**config.mk**
```make
export PLATFORM = sky130hd
export DESIGN_NAME = ad7606_readout
export DESIGN_NICKNAME = d
export VERILOG_FILES = /design/src/rtl/ad7606_readout.sv
export SDC_FILE = /design/constraint.sdc
export NUM_CORES = 1
export LEC_CHECK = 0
export ABC_AREA = 1
export BUFFER_PORTS_ARGS = -buffer_cell sky130_fd_sc_hd__clkbuf_2
export CAP_MARGIN = 20
export CELL_PAD_IN_SITES_DETAIL_PLACEMENT = 1
export CELL_PAD_IN_SITES_GLOBAL_PLACEMENT = 1
export CORE_MARGIN = 1
export CORE_UTILIZATION = 39
export CTS_BUF_LIST = sky130_fd_sc_hd__clkbuf_4 sky130_fd_sc_hd__clkbuf_8 sky130_fd_sc_hd__clkbuf_16
export CTS_CLUSTER_SIZE = 40
export DETAILED_ROUTE_END_ITERATION = 8
export HOLD_SLACK_MARGIN = 0.02
export PLACE_DENSITY_LB_ADDON = 0.1
export SLEW_MARGIN = 20
export SYNTH_ARGS = -nofsm -noshare
export SYNTH_HDL_FRONTEND = slang
export SYNTH_SLANG_ARGS = --single-unit
```
**constraint.sdc**
```tcl
create_clock -name clk_i -period 1.8 [get_ports clk_i]
set_clock_uncertainty 0.1 [all_clocks]
set_input_delay 0.27 -clock clk_i [delete_from_list [all_inputs] [get_ports clk_i]]
set_output_delay 0.27 -clock clk_i [all_outputs]
set_load 0.02 [all_outputs]
```
**src/rtl/ad7606_readout.sv**
```systemverilog
// ad7606_readout: reads one AD7606 conversion frame over the parallel bus
// after each BUSY falling edge and streams it bytewise (MSB first) into an aFifo.
//
// Parameters:
//   NUM_CH      channels read per conversion (1..8)
//   RD_LOW_CYC  clk_i cycles rd_o is held low per channel (>=1)
// Optional feature macro:
//   READOUT_PKT_HEADER_EN  prefix each frame with 0xA5 and an 8-bit sequence count
// Ports:
//   clk_i, reset_n_i            clock, async active-low reset
//   busy_i, frstdata_i, db_i    ADC status and data bus (busy_i asynchronous)
//   cs_o, rd_o                  ADC chip select / read strobe, active low
//   fifo_wrfull_i               downstream FIFO full
//   fifo_wrreq_o, fifo_data_o   byte write strobe and data
//   frame_done_o                pulse after a complete frame
//   overflow_o, err_frst_o      sticky truncation / FRSTDATA error flags
module ad7606_readout #(
  parameter int unsigned NUM_CH     = 8,
  parameter int unsigned RD_LOW_CYC = 2
) (
  input  logic        clk_i,
  input  logic        reset_n_i,
  input  logic        busy_i,
  input  logic        frstdata_i,
  input  logic [15:0] db_i,
  output logic        cs_o,
  output logic        rd_o,
  input  logic        fifo_wrfull_i,
  output logic        fifo_wrreq_o,
  output logic [7:0]  fifo_data_o,
  output logic        frame_done_o,
  output logic        overflow_o,
  output logic        err_frst_o
);

  localparam int unsigned CH_W = (NUM_CH > 1) ? $clog2(NUM_CH) : 1;
  localparam int unsigned RD_W = (RD_LOW_CYC > 1) ? $clog2(RD_LOW_CYC) : 1;
  localparam logic [CH_W-1:0] LAST_CH = CH_W'(NUM_CH - 1);
  localparam logic [RD_W-1:0] LAST_RD = RD_W'(RD_LOW_CYC - 1);

  typedef enum logic [2:0] {
    IDLE, HDR0, HDR1, RD_LO, WR_MSB, WR_LSB, DONE
  } state_t;

  state_t          state, state_nxt, target;
  logic [1:0]      sync_q;
  logic [1:0]      warm_q;
  logic            busy_hist;
  logic            busy_fall;
  logic [RD_W-1:0] rd_cnt;
  logic [CH_W-1:0] ch_cnt;
  logic [7:0]      lsb_q;
  logic            blocked;
  logic            cs_nxt, rd_nxt, wrreq_nxt, done_nxt;
  logic [7:0]      data_nxt;
`ifdef READOUT_PKT_HEADER_EN
  logic [7:0]      seq_q;
`endif

  // BUSY synchronizer and falling-edge detector. The synchronizer resets high;
  // warm_q keeps those reset-forced ones from looking like a falling edge when
  // reset is released while BUSY is already low.
  always_ff @(posedge clk_i or negedge reset_n_i) begin
    if (!reset_n_i) begin
      sync_q    <= 2'b11;
      warm_q    <= 2'b00;
      busy_hist <= 1'b0;
    end else begin
      sync_q    <= {sync_q[0], busy_i};
      warm_q    <= {warm_q[0], 1'b1};
      busy_hist <= sync_q[1] & warm_q[1];
    end
  end

  assign busy_fall = busy_hist & ~sync_q[1];

  // State register and registered outputs.
  always_ff @(posedge clk_i or negedge reset_n_i) begin
    if (!reset_n_i) begin
      state        <= IDLE;
      cs_o         <= 1'b1;
      rd_o         <= 1'b1;
      fifo_wrreq_o <= 1'b0;
      fifo_data_o  <= 8'h00;
      frame_done_o <= 1'b0;
    end else begin
      state        <= state_nxt;
      cs_o         <= cs_nxt;
      rd_o         <= rd_nxt;
      fifo_wrreq_o <= wrreq_nxt;
      fifo_data_o  <= data_nxt;
      frame_done_o <= done_nxt;
    end
  end

  // Next state; any move into a byte-writing state is diverted to DONE when
  // the FIFO is full, which truncates the frame.
  always_comb begin
    target = state;
    case (state)
`ifdef READOUT_PKT_HEADER_EN
      IDLE:   if (busy_fall) target = HDR0;
      HDR0:   target = HDR1;
      HDR1:   target = RD_LO;
`else
      IDLE:   if (busy_fall) target = RD_LO;
`endif
      RD_LO:  if (rd_cnt == LAST_RD) target = WR_MSB;
      WR_MSB: target = WR_LSB;
      WR_LSB: target = (ch_cnt == LAST_CH) ? DONE : RD_LO;
      DONE:   target = IDLE;
      default: target = IDLE;
    endcase
    blocked = fifo_wrfull_i &&
              (target == WR_MSB || target == WR_LSB || target == HDR0 || target == HDR1);
    state_nxt = blocked ? DONE : target;
  end

  // Output decode from the next state so the registered pins line up with it.
  always_comb begin
    cs_nxt    = 1'b1;
    rd_nxt    = 1'b1;
    wrreq_nxt = 1'b0;
    data_nxt  = fifo_data_o;
    done_nxt  = 1'b0;
    case (state_nxt)
      RD_LO: begin
        cs_nxt = 1'b0;
        rd_nxt = 1'b0;
      end
      WR_MSB: begin
        cs_nxt    = 1'b0;
        wrreq_nxt = 1'b1;
        data_nxt  = db_i[15:8];
      end
      WR_LSB: begin
        cs_nxt    = 1'b0;
        wrreq_nxt = 1'b1;
        data_nxt  = lsb_q;
      end
`ifdef READOUT_PKT_HEADER_EN
      HDR0: begin
        wrreq_nxt = 1'b1;
        data_nxt  = 8'hA5;
      end
      HDR1: begin
        wrreq_nxt = 1'b1;
        data_nxt  = seq_q;
      end
`endif
      // Only the last channel's LSB leads to DONE unblocked.
      DONE: done_nxt = (state == WR_LSB);
      default: ;
    endcase
  end

  // Datapath: strobe/channel counters, LSB latch, sticky flags, sequence count.
  always_ff @(posedge clk_i or negedge reset_n_i) begin
    if (!reset_n_i) begin
      rd_cnt     <= '0;
      ch_cnt     <= '0;
      lsb_q      <= 8'h00;
      overflow_o <= 1'b0;
      err_frst_o <= 1'b0;
`ifdef READOUT_PKT_HEADER_EN
      seq_q      <= 8'h00;
`endif
    end else begin
      rd_cnt <= (state == RD_LO && state_nxt == RD_LO) ? rd_cnt + 1'b1 : '0;
      if (state == IDLE)
        ch_cnt <= '0;
      else if (state == WR_LSB)
        ch_cnt <= ch_cnt + 1'b1;
      if (state == RD_LO && state_nxt == WR_MSB)
        lsb_q <= db_i[7:0];
      if (blocked)
        overflow_o <= 1'b1;
      if (state == RD_LO && rd_cnt == LAST_RD && ch_cnt == '0 && !frstdata_i)
        err_frst_o <= 1'b1;
`ifdef READOUT_PKT_HEADER_EN
      if (state == HDR0 && state_nxt == HDR1)
        seq_q <= seq_q + 8'h01;
`endif
    end
  end

endmodule

```
==> summary.txt, run 1 <==
Run status
  • Outcome: completed

Timing
  • Final setup fails: 0
  • Final period util: 99.37%
  • Setup TNS: 0 ps
  • Hold Fails Final Rpt: 0
  • Max-slew violations: 0
  • Min Tclk post-route: 1789 ps
  • Slack of the critical path: 11.33 ps
  • RSZ-0062 raised after global routing: true
  • Min Hold Slack: 125.2 ps
  • Fmax: approximately 560 MHz

Cells and area
  • Post-route insts no fill: 279
  • Fin nets: 254
  • Multi-input gate area: 625.6 µm²
  • Commonest non-fill, non-tap cells in the layout: nand2_1 (57), clkbuf_2 (34), dfrtp_1 (30)
  • Commonest non-fill, non-tap cell in the layout: nand2_1
  • FF+latch area: 855.8 µm²
  • Area growth from synthesis to layout: 30.36%
  • Ratio of cells with drive above 1 in the final layout: 35.93%
  • Fillers: 466
  • Inserted Diodes: 0

Logic synthesis
  • Sequential fraction of the synthesis area: 54.50%
  • Mapped Area: 1570 µm²
  • #FFs+latches synth: 34
  • FFs w/ async S/R, synth: 100.0%
  • Dominant synthesized flop cell: dfrtp_1
  • Syn_nets: 204
  • Post-synth EDFFs: 0
  • Gate Count Post-Synth: between 150 and 200
  • Number of distinct library cells after synthesis: 23
  • Yosys warnings: 0
  • Mean Syn Cell Area: 8.724 µm²

Place
  • Placer Congestion: 0.8057
  • Port-buffer cells: 34
  • Placed insts: 262
  • Post-DP HPWL: 2588 µm
  • Placement Setup Slack: -26.89 ps

Die
  • Chip Width: about 65 µm
  • Initial Util: 41.64%
  • Core region area: 3771 µm²
  • Die area: about 4300 µm²
  • IO Pins: 35
  • FP Rows: 22
  • Die Span Y: 65.46 µm

Clock network
  • CTS tree: done
  • Clock tree root buffer cell: clkbuf_8
  • Clock transition at path regs: 70 ps
  • CTS Sinks: 34
  • CTS H-tree lvls: 2
  • Worst skew pair latency: roughly 290 ps
  • CTS buffer count: 5
  • CTS max path bufs: 2

Setup path
  • CP Data Arrival Time: approximately 1900 ps
  • Critical path type: reg -> reg
  • CP endpoint kind: flop
  • CP most frequent cell: nand2_2
  • Startpoint types: flop
  • Top delay family on crit path: simple AND/OR/NAND/NOR gates
  • R2r startpoint: ch_cnt[1]
  • Slowest cell on the critical path: dfrtp_1
  • Worst endpoint required time: between 1500 and 2000 ps
  • Worst Reg2Reg Path Length in Cells: 9
  • RR Endpoint: lsb_q[2]
  • Delay of the slowest critical-path stage: 380 ps
  • FF-to-FF setup slack: 10 ps
  • Crit-path max FO: 8
  • Crit-path cells: ha_2 -> ha_4 -> inv_2 -> o21ai_2 -> nand3_2 -> nand2_4 -> nand3_4 -> nand2_2 -> nand2_2
  • Bufs and invs on worst path: 1

Drt
  • Final ANT Viol Nets: 0
  • Wire per inst: 13.75 µm
  • DRT Pass-1 Iters: 4
  • Drt total wl: 3835 µm
  • DRT iter0 DRCs: 68
  • DRC Markers: 0
  • Via-per-instance ratio: 4.616
  • Vias: 1288

Min path
  • Hold Crit Class: in -> reg
  • Worst hold path startpoint: db_i[1]
  • Hold Path Depth: 3
  • Hold Path End: lsb_q[1]

Global route
  • First-pass GRT wire length: about 6200 µm
  • Gr ovfl total: 0
  • Vias in the first global route: 1273
  • Initial antenna violation count: 0
  • Pin count of the biggest net entering global routing: 35
  • Total track usage: 19.78%

Pwr
  • Leak: 1.228 nW
  • Final total power: 1.799 mW
  • Worst VDD drop: 494.3 µV
  • Power density over the cells: between 800 and 900 nW/µm²

Job
  • MaxCap Viol Count: 0
==> how the worst max path moves through the flow <==
stage	start	endpoint	slack (ps)	depth (start not counted)
finish	ch_cnt[1]	lsb_q[2]	10	9
global route	ch_cnt[1]	lsb_q[2]	-70	9
CTS	ch_cnt[1]	lsb_q[2]	4	9
detailed placement	ch_cnt[1]	lsb_q[1]	-30	9
global placement	ch_cnt[0]	lsb_q[0]	90	9
floorplan	ch_cnt[0]	lsb_q[0]	240	9
==> cells in the mapped netlist, types with 2 or more instances <==
cell,count,area [µm²]
ha_1,3,37.54
inv_2,2,7.510
nand2_4,2,22.52
nor2_2,2,12.51
nand3_2,2,20.02
dfrtp_1,30,750.7
nor2_4,2,22.52
nand3_4,2,35.03
nand2_1,62,232.7
o21ai_0,4,20.02
nand3_1,3,15.01
nand2_2,5,31.28
inv_1,25,93.84
nand4_1,8,50.05
dfstp_2,4,105.1
nor2_1,17,63.81
==> tightest hold or removal path: stages <==
cell and delay, ps:
clkbuf_2 80, nand4_1 80, nand2_1 50
==> registers in the layout, summed over array words and instances, names as in the netlist <==
name,flops
overflow_o,1
sync_q,2
rd_cnt,1
fifo_data_o,8
lsb_q,8
ch_cnt,3
frame_done_o,1
warm_q,2
rd_o,1
cs_o,1
busy_hist,1
state,3
err_frst_o,1
fifo_wrreq_o,1
==> power breakdown <==
part,switching (mW),internal [mW],total [mW]
combinational,0.0792,0.0484,0.128
sequential,0.0111,0.787,0.798
clock,0.283,0.591,0.873
total,0.373,1.43,1.80
==> cell type report <==
class / instances / share of cell area, %
tap: 48 / 2.934
clock buffer: 6 / 4.034
timing repair buffer: 45 / 12.78
sequential: 34 / 41.81
clock inverter: 2 / 2.934
multi-input combinational: 117 / 30.56
inverter: 27 / 4.951
==> kinds of logic after synthesis <==
logic type | Yosys count | share of synthesized area (%)
AOI/OAI and AO/OA | 6 | 2.311
adders and majority gates | 3 | 2.391
buffers and inverters | 29 | 7.650
DFF | 34 | 54.50
other | 1 | 0.2388
and+or+nand+nor | 107 | 32.91
==> repair_timing <==
item | CTS | global route
endpoints found under the setup margin | 16 | 17
setup buffers | 0 | 7
gates resized for setup | 1 | 14
hold buffers | 2 | 0
pin swaps | 0 | 7
endpoints found under the hold margin | 31 | 0
==> metal layers <==
layer | track usage [%] | vias up | routed length [µm]
li1 | - | 645 | -
met1 | 26.50 | 603 | 1747
met2 | 30.54 | 33 | 1867
met3 | 5.729 | 7 | 158
met4 | 6.522 | 0 | 61
met5 | 0 | - | 0
==> stage by stage <==
stage | instance area [µm²] | utilization, %
after floorplan | 1570 | -
after CTS | 1959 | 51.96
after global routing | 2047 | 54.28
final | 2047 | 54.28
after global placement | 1797 | 47.64
after detailed placement | 1797 | 47.64
Power figures use the tool's default switching activity.
==> inputs of run 2 (changes only) <==
Settings changed: CELL_PAD_IN_SITES_DETAIL_PLACEMENT 1 to unset, CELL_PAD_IN_SITES_GLOBAL_PLACEMENT 1 to unset, CORE_UTILIZATION 39 to 50, CTS_CLUSTER_DIAMETER set to 80, PLACE_DENSITY set to 0.75, PLACE_DENSITY_LB_ADDON 0.1 to unset, SKIP_CTS_REPAIR_TIMING set to 1.
==> summary.txt, run 2 (synthesis results as in run 1) <==
Setup path
  • Slowest cell on the critical path: dfrtp_1
  • Crit-path max FO: 6 (-2)
  • Crit path depth: 9 (unchanged)
  • Worst Reg2Reg Path Length in Cells: 9 (unchanged)
  • Worst endpoint required time: 1980 ps (+110 ps)
  • Crit-path cells: ha_1 -> ha_1 -> inv_1 -> o21ai_2 -> nand3_2 -> nand2_4 -> buf_2 -> nand4_1 -> nand2_1
  • CP Data Arrival Time: 1890 ps (+30 ps)
  • CP endpoint kind: flop
  • Delay of the slowest critical-path stage: 380 ps (about the same)
  • CP most frequent cell: ha_1
  • Startpoint types: flop
  • Top delay family on crit path: simple AND/OR/NAND/NOR gates
  • Bufs and invs on worst path: 2 (+1)
  • Critical path type: reg -> reg

Cells and area
  • Commonest non-fill, non-tap cell in the layout: nand2_1
  • Area growth from synthesis to layout: 23.03%
  • Post-route insts no fill: 272 (-2.5%)
  • Ratio of cells with drive above 1 in the final layout: 32.17% (-3.8 points)
  • Fillers: 234 (-50%)
  • Post-Layout Inst Area: 1932 µm² (-5.6%)
  • Commonest non-fill, non-tap cells in the layout: nand2_1 (62), clkbuf_2 (34), dfrtp_1 (30)
  • Inserted Diodes: 0 (unchanged)
  • Top Registers: fifo_data_o: 8 flops, lsb_q: 8 flops
  • Multi-input gate area: 598.1 µm² (-4.4%)
  • Fin nets: 253 (-0.39%)
  • FF+latch area: 855.8 µm² (unchanged)
  • Util after Layout: 67.16% (+13 points)

Min path
  • Hold Crit Class: in -> reg
  • Hold Path Depth: 3 (unchanged)

Die
  • Die Span Y: 58.04 µm (-11%)
  • FP Rows: 19 (-14%)
  • Chip Width: 58.04 µm (-11%)
  • Core region area: 2877 µm² (-24%)
  • Initial Util: 54.59% (+13 points)
  • IO Pins: 35 (unchanged)
  • Die area: 3369 µm² (-21%)

Timing
  • Max-slew violations: 0 (unchanged)
  • Slack of the critical path: 90.27 ps (+78.94 ps)
  • Final setup fails: 0 (unchanged)
  • Hold Fails Final Rpt: 0 (unchanged)
  • Fmax: 584.9 MHz (+4.6%)
  • Min Hold Slack: 62.66 ps (-62.50 ps)
  • Final period util: 94.99% (-4.4 points)
  • Min Tclk post-route: 1710 ps (-78.94 ps)

Drt
  • Wire per inst: 11.02 µm (-20%)
  • DRC Markers: 4 (+4)
  • DRT Pass-1 Iters: 6 (+2)
  • Vias: 1268 (-1.6%)
  • Drt total wl: 2998 µm (-22%)
  • Via-per-instance ratio: 4.662 (+0.98%)
  • DRT iter0 DRCs: 72 (+5.9%)
  • Final ANT Viol Nets: 0 (unchanged)

Pwr
  • Worst VDD drop: 458.4 µV (-7.3%)
  • Leak: 1.200 nW (-2.3%)
  • Power density over the cells: 710.3 nW/µm² (-19%)

Global route
  • Gr ovfl total: 0 (unchanged)
  • Initial antenna violation count: 0 (unchanged)
  • Pin count of the biggest net entering global routing: 19 (-46%)
  • Vias in the first global route: 1117 (-12%)
  • Total track usage: 18.89% (-0.89 points)
  • First-pass GRT wire length: 4698 µm (-24%)

Clock network
  • Clock tree root buffer cell: clkbuf_4
  • Clock transition at path regs: 100 ps (+30 ps)
  • Worst skew pair latency: 330 ps (+40 ps)
  • CTS max path bufs: 2 (unchanged)
  • CTS tree: done
  • CTS buffer count: 5 (unchanged)
  • CTS H-tree lvls: 2 (unchanged)
  • CTS Sinks: 34 (unchanged)

Place
  • Post-DP HPWL: 2191 µm (-15%)
  • Placed insts: 256 (-2.3%)
  • Placement Setup Slack: 14.55 ps (+41.44 ps)
  • Area post-placement: 1802 µm² (+0.28%)
  • Port-buffer cells: 34 (unchanged)
  • Placer Congestion: 0.7835 (-2.8%)

Run status
  • Failing checks: design-rule violations
  • Outcome: complete, but fails checks

Job
  • MaxCap Viol Count: 0 (unchanged)
## run 2: cell types whose count changed in the layout (fill, tap and decap cells not counted), sizes merged
cell    delta
bufinv     -2
clkinv     +1
buf        -1
clkbuf     +1
## run 2: through the flow
stage                     total power, mW  TNS, ps
after detailed placement           0.9281        0
after CTS                           1.368   -3.180
after global routing                1.432   -101.2
after floorplan                    0.8669        0
final                               1.372        0
after global placement             0.9236        0
## run 2: where the power goes
| group | switching [mW] | internal (mW) |
|---|---|---|
| registers | 0.0113 | 0.786 |
| clock network | 0.242 | 0.204 |
| logic | 0.0760 | 0.0529 |
| total | 0.329 | 1.04 |
## run 2: layout make-up
| cell class | instances | area share, % |
|---|---|---|
| sequential | 34 | 44.30 |
| clock inverter | 1 | 0.2591 |
| clock buffer | 7 | 3.044 |
| tap | 42 | 2.720 |
| inverter | 27 | 5.246 |
| timing repair buffer | 44 | 13.47 |
| multi-input combinational | 117 | 30.96 |
## run 2: final timing paths
kind | startpoint | to | slack, ps
setup reg to reg | ch_cnt[0] | lsb_q[7] | 90
setup / recovery | ch_cnt[0] | lsb_q[7] | 90
max in group asynchronous | reset_n_i | sync_q[0] | 760
hold / removal | db_i[5] | lsb_q[5] | 60
min in group asynchronous | reset_n_i | fifo_data_o[0] | 310
hold reg to reg | sync_q[0] | sync_q[1] | 260
## run 2: layer usage
layer	wire, µm	GRT usage, %
met5	0	0
met4	63	8.163
met3	136	7.589
met2	1387	29.72
met1	1411	22.97
## run 2: worst register-to-register path, stage by stage, from the launching register on
cell and delay [ps]:
dfrtp_1 380, ha_1 160, ha_1 150, inv_1 60, o21ai_2 150, nand3_2 150
nand2_4 140, buf_2 160, nand4_1 110, nand2_1 100
==> inputs of run 3 (changes only) <==
Settings changed: CELL_PAD_IN_SITES_DETAIL_PLACEMENT set to 0, CELL_PAD_IN_SITES_GLOBAL_PLACEMENT set to 1, CORE_UTILIZATION 50 to 39, PLACE_DENSITY 0.75 to unset, PLACE_DENSITY_LB_ADDON set to 0.1.
==> summary.txt, run 3 (synthesis results as in run 1) <==
Place
  • Placer Congestion: 0.8057 (+2.8%)
  • Port-buffer cells: 34 (unchanged)
  • Post-DP HPWL: 2178 µm (-0.59%)
  • Placed insts: 262 (+2.3%)

Timing
  • Min Tclk post-route: 1699 ps (-10.70 ps)
  • Final setup fails: 0 (unchanged)
  • Min Hold Slack: 121.9 ps (+59.23 ps)
  • Fmax: 588.6 MHz (+0.63%)
  • Max-slew violations: 0 (unchanged)
  • Final period util: 94.39% (-0.59 points)
  • Hold Fails Final Rpt: 0 (unchanged)

Clock network
  • Worst skew pair latency: 290 ps (-40 ps)
  • CTS max path bufs: 2 (unchanged)
  • CTS Sinks: 34 (unchanged)
  • Clock tree root buffer cell: clkbuf_8
  • CTS tree: done
  • CTS H-tree lvls: 2 (unchanged)
  • CTS buffer count: 5 (unchanged)
  • Clock transition at path regs: 70 ps (-30 ps)

Cells and area
  • Inserted Diodes: 0 (unchanged)
  • Post-route insts no fill: 276 (+1.5%)
  • Util after Layout: 53.25% (-14 points)
  • Commonest non-fill, non-tap cell in the layout: nand2_1
  • Fillers: 378 (+62%)
  • Top Registers: fifo_data_o: 8 flops, lsb_q: 8 flops
  • Ratio of cells with drive above 1 in the final layout: 34.21% (+2.0 points)
  • Fin nets: 251 (-0.79%)
  • Commonest non-fill, non-tap cells in the layout: nand2_1 (58), clkbuf_2 (34), dfrtp_1 (30)
  • Area growth from synthesis to layout: 27.89%

Drt
  • Wire per inst: 11.54 µm (+4.7%)
  • Vias: 1229 (-3.1%)
  • Final ANT Viol Nets: 0 (unchanged)
  • DRT Pass-1 Iters: 4 (-2)
  • Via-per-instance ratio: 4.453 (-4.5%)
  • Drt total wl: 3185 µm (+6.2%)
  • DRC Markers: 0 (-4)
  • DRT iter0 DRCs: 26 (-64%)

Setup path
  • Worst endpoint required time: 1880 ps (-100 ps)
  • RR Endpoint: lsb_q[4]
  • Crit path launch: ch_cnt[0]
  • Crit-path max FO: 8 (+2)
  • Critical path type: reg -> reg
  • CP endpoint kind: flop
  • Crit-path cells: ha_2 -> ha_4 -> inv_1 -> o21ai_2 -> nand3_4 -> nand2_4 -> nand3_4 -> nand2_1 -> nand2_1
  • Startpoint types: flop
  • FF-to-FF setup slack: 100 ps (about the same)
  • End point of the critical path: lsb_q[4]
  • CP Data Arrival Time: 1780 ps (-110 ps)
  • Delay of the slowest critical-path stage: 370 ps (about the same)
  • R2r startpoint: ch_cnt[0]
  • Worst Reg2Reg Path Length in Cells: 9 (unchanged)
  • Slowest cell on the critical path: dfrtp_1

Global route
  • Gr ovfl total: 0 (unchanged)
  • Initial antenna violation count: 0 (unchanged)
  • Vias in the first global route: 1210 (+8.3%)
  • First-pass GRT wire length: 5430 µm (+16%)
  • Pin count of the biggest net entering global routing: 35 (+16)
  • Total track usage: 16.96% (-1.9 points)

Pwr
  • Final total power: 1.601 mW (+17%)
  • Leak: 1.198 nW (-0.16%)
  • Worst VDD drop: 490.5 µV (+7.0%)
  • Power density over the cells: 797.2 nW/µm² (+12%)

Die
  • Chip Width: 65.46 µm (+13%)
  • Initial Util: 41.64% (-13 points)
  • IO Pins: 35 (unchanged)
  • Die Span Y: 65.46 µm (+13%)
  • FP Rows: 22 (+3)
  • Die area: 4284 µm² (+27%)
  • Core region area: 3771 µm² (+31%)

Min path
  • Worst hold path startpoint: db_i[1]
  • Hold Crit Class: in -> reg
  • Hold Path Depth: 3 (unchanged)

Run status
  • Outcome: completed

Job
  • MaxCap Viol Count: 0 (unchanged)
[run 3: cell types whose count changed in the layout (fill, tap and decap cells not counted), sizes merged]
cell | previous run | this run
clkbuf | 41 | 39
clkinv | 1 | 2
nand2 | 69 | 70
buf | 8 | 4
bufinv | 0 | 1
nand3 | 7 | 8
[run 3: critical path: cells and delay by family (launching register included)]
kind	cells	cell delay, ps
simple gates	5	560
flops	1	370
fa+ha+maj	2	330
compound gates	1	180
buf+inv	1	50
[run 3: where the power goes]
part | leakage (nW) | internal (mW) | switching (mW)
Sequential | 0.452 | 0.787 | 0.0113
Combinational | 0.688 | 0.0473 | 0.0766
Clock | 0.0579 | 0.407 | 0.272
[run 3: metal layers]
metal,GRT usage [%],part of all wire (%),up-vias
met2,25.26,43,30
met1,23.03,51,546
met4,5.707,0.97,0
met5,0,0,-
li1,-,-,648
met3,5.556,5.0,5
[run 3: layout make-up]
cell class / count / area (µm²) / share of cell area (%)
clock buffer: 5 / 68.82 / 3.427
clock inverter: 3 / 40.04 / 1.994
inverter: 27 / 101.3 / 5.047
multi-input combinational: 119 / 661.9 / 32.96
sequential: 34 / 855.8 / 42.62
tap: 48 / 60.06 / 2.991
timing repair buffer: 40 / 220.2 / 10.97
[run 3: worst min-delay path by stage]
stage / end / slack (ps)
4_1_cts: err_frst_o / -90
5_1_grt: lsb_q[7] / 130
3_5_place_dp: err_frst_o / 220
3_3_place_gp: err_frst_o / 210
6_report: lsb_q[1] / 120
2_1_floorplan: busy_hist / -130
[run 3: through the flow]
| step | setup TNS [ps] | cell area [µm²] | worst slack [ps] |
|---|---|---|---|
| 6_report | 0 | 2008 | 101.0 |
| 5_1_grt | -6.275 | 2008 | -6.275 |
| 4_1_cts | 0 | 1906 | 13.30 |
| 3_5_place_dp | 0 | 1797 | 48.00 |
| 3_3_place_gp | 0 | 1797 | 92.37 |
| 2_1_floorplan | 0 | 1570 | 244.1 |
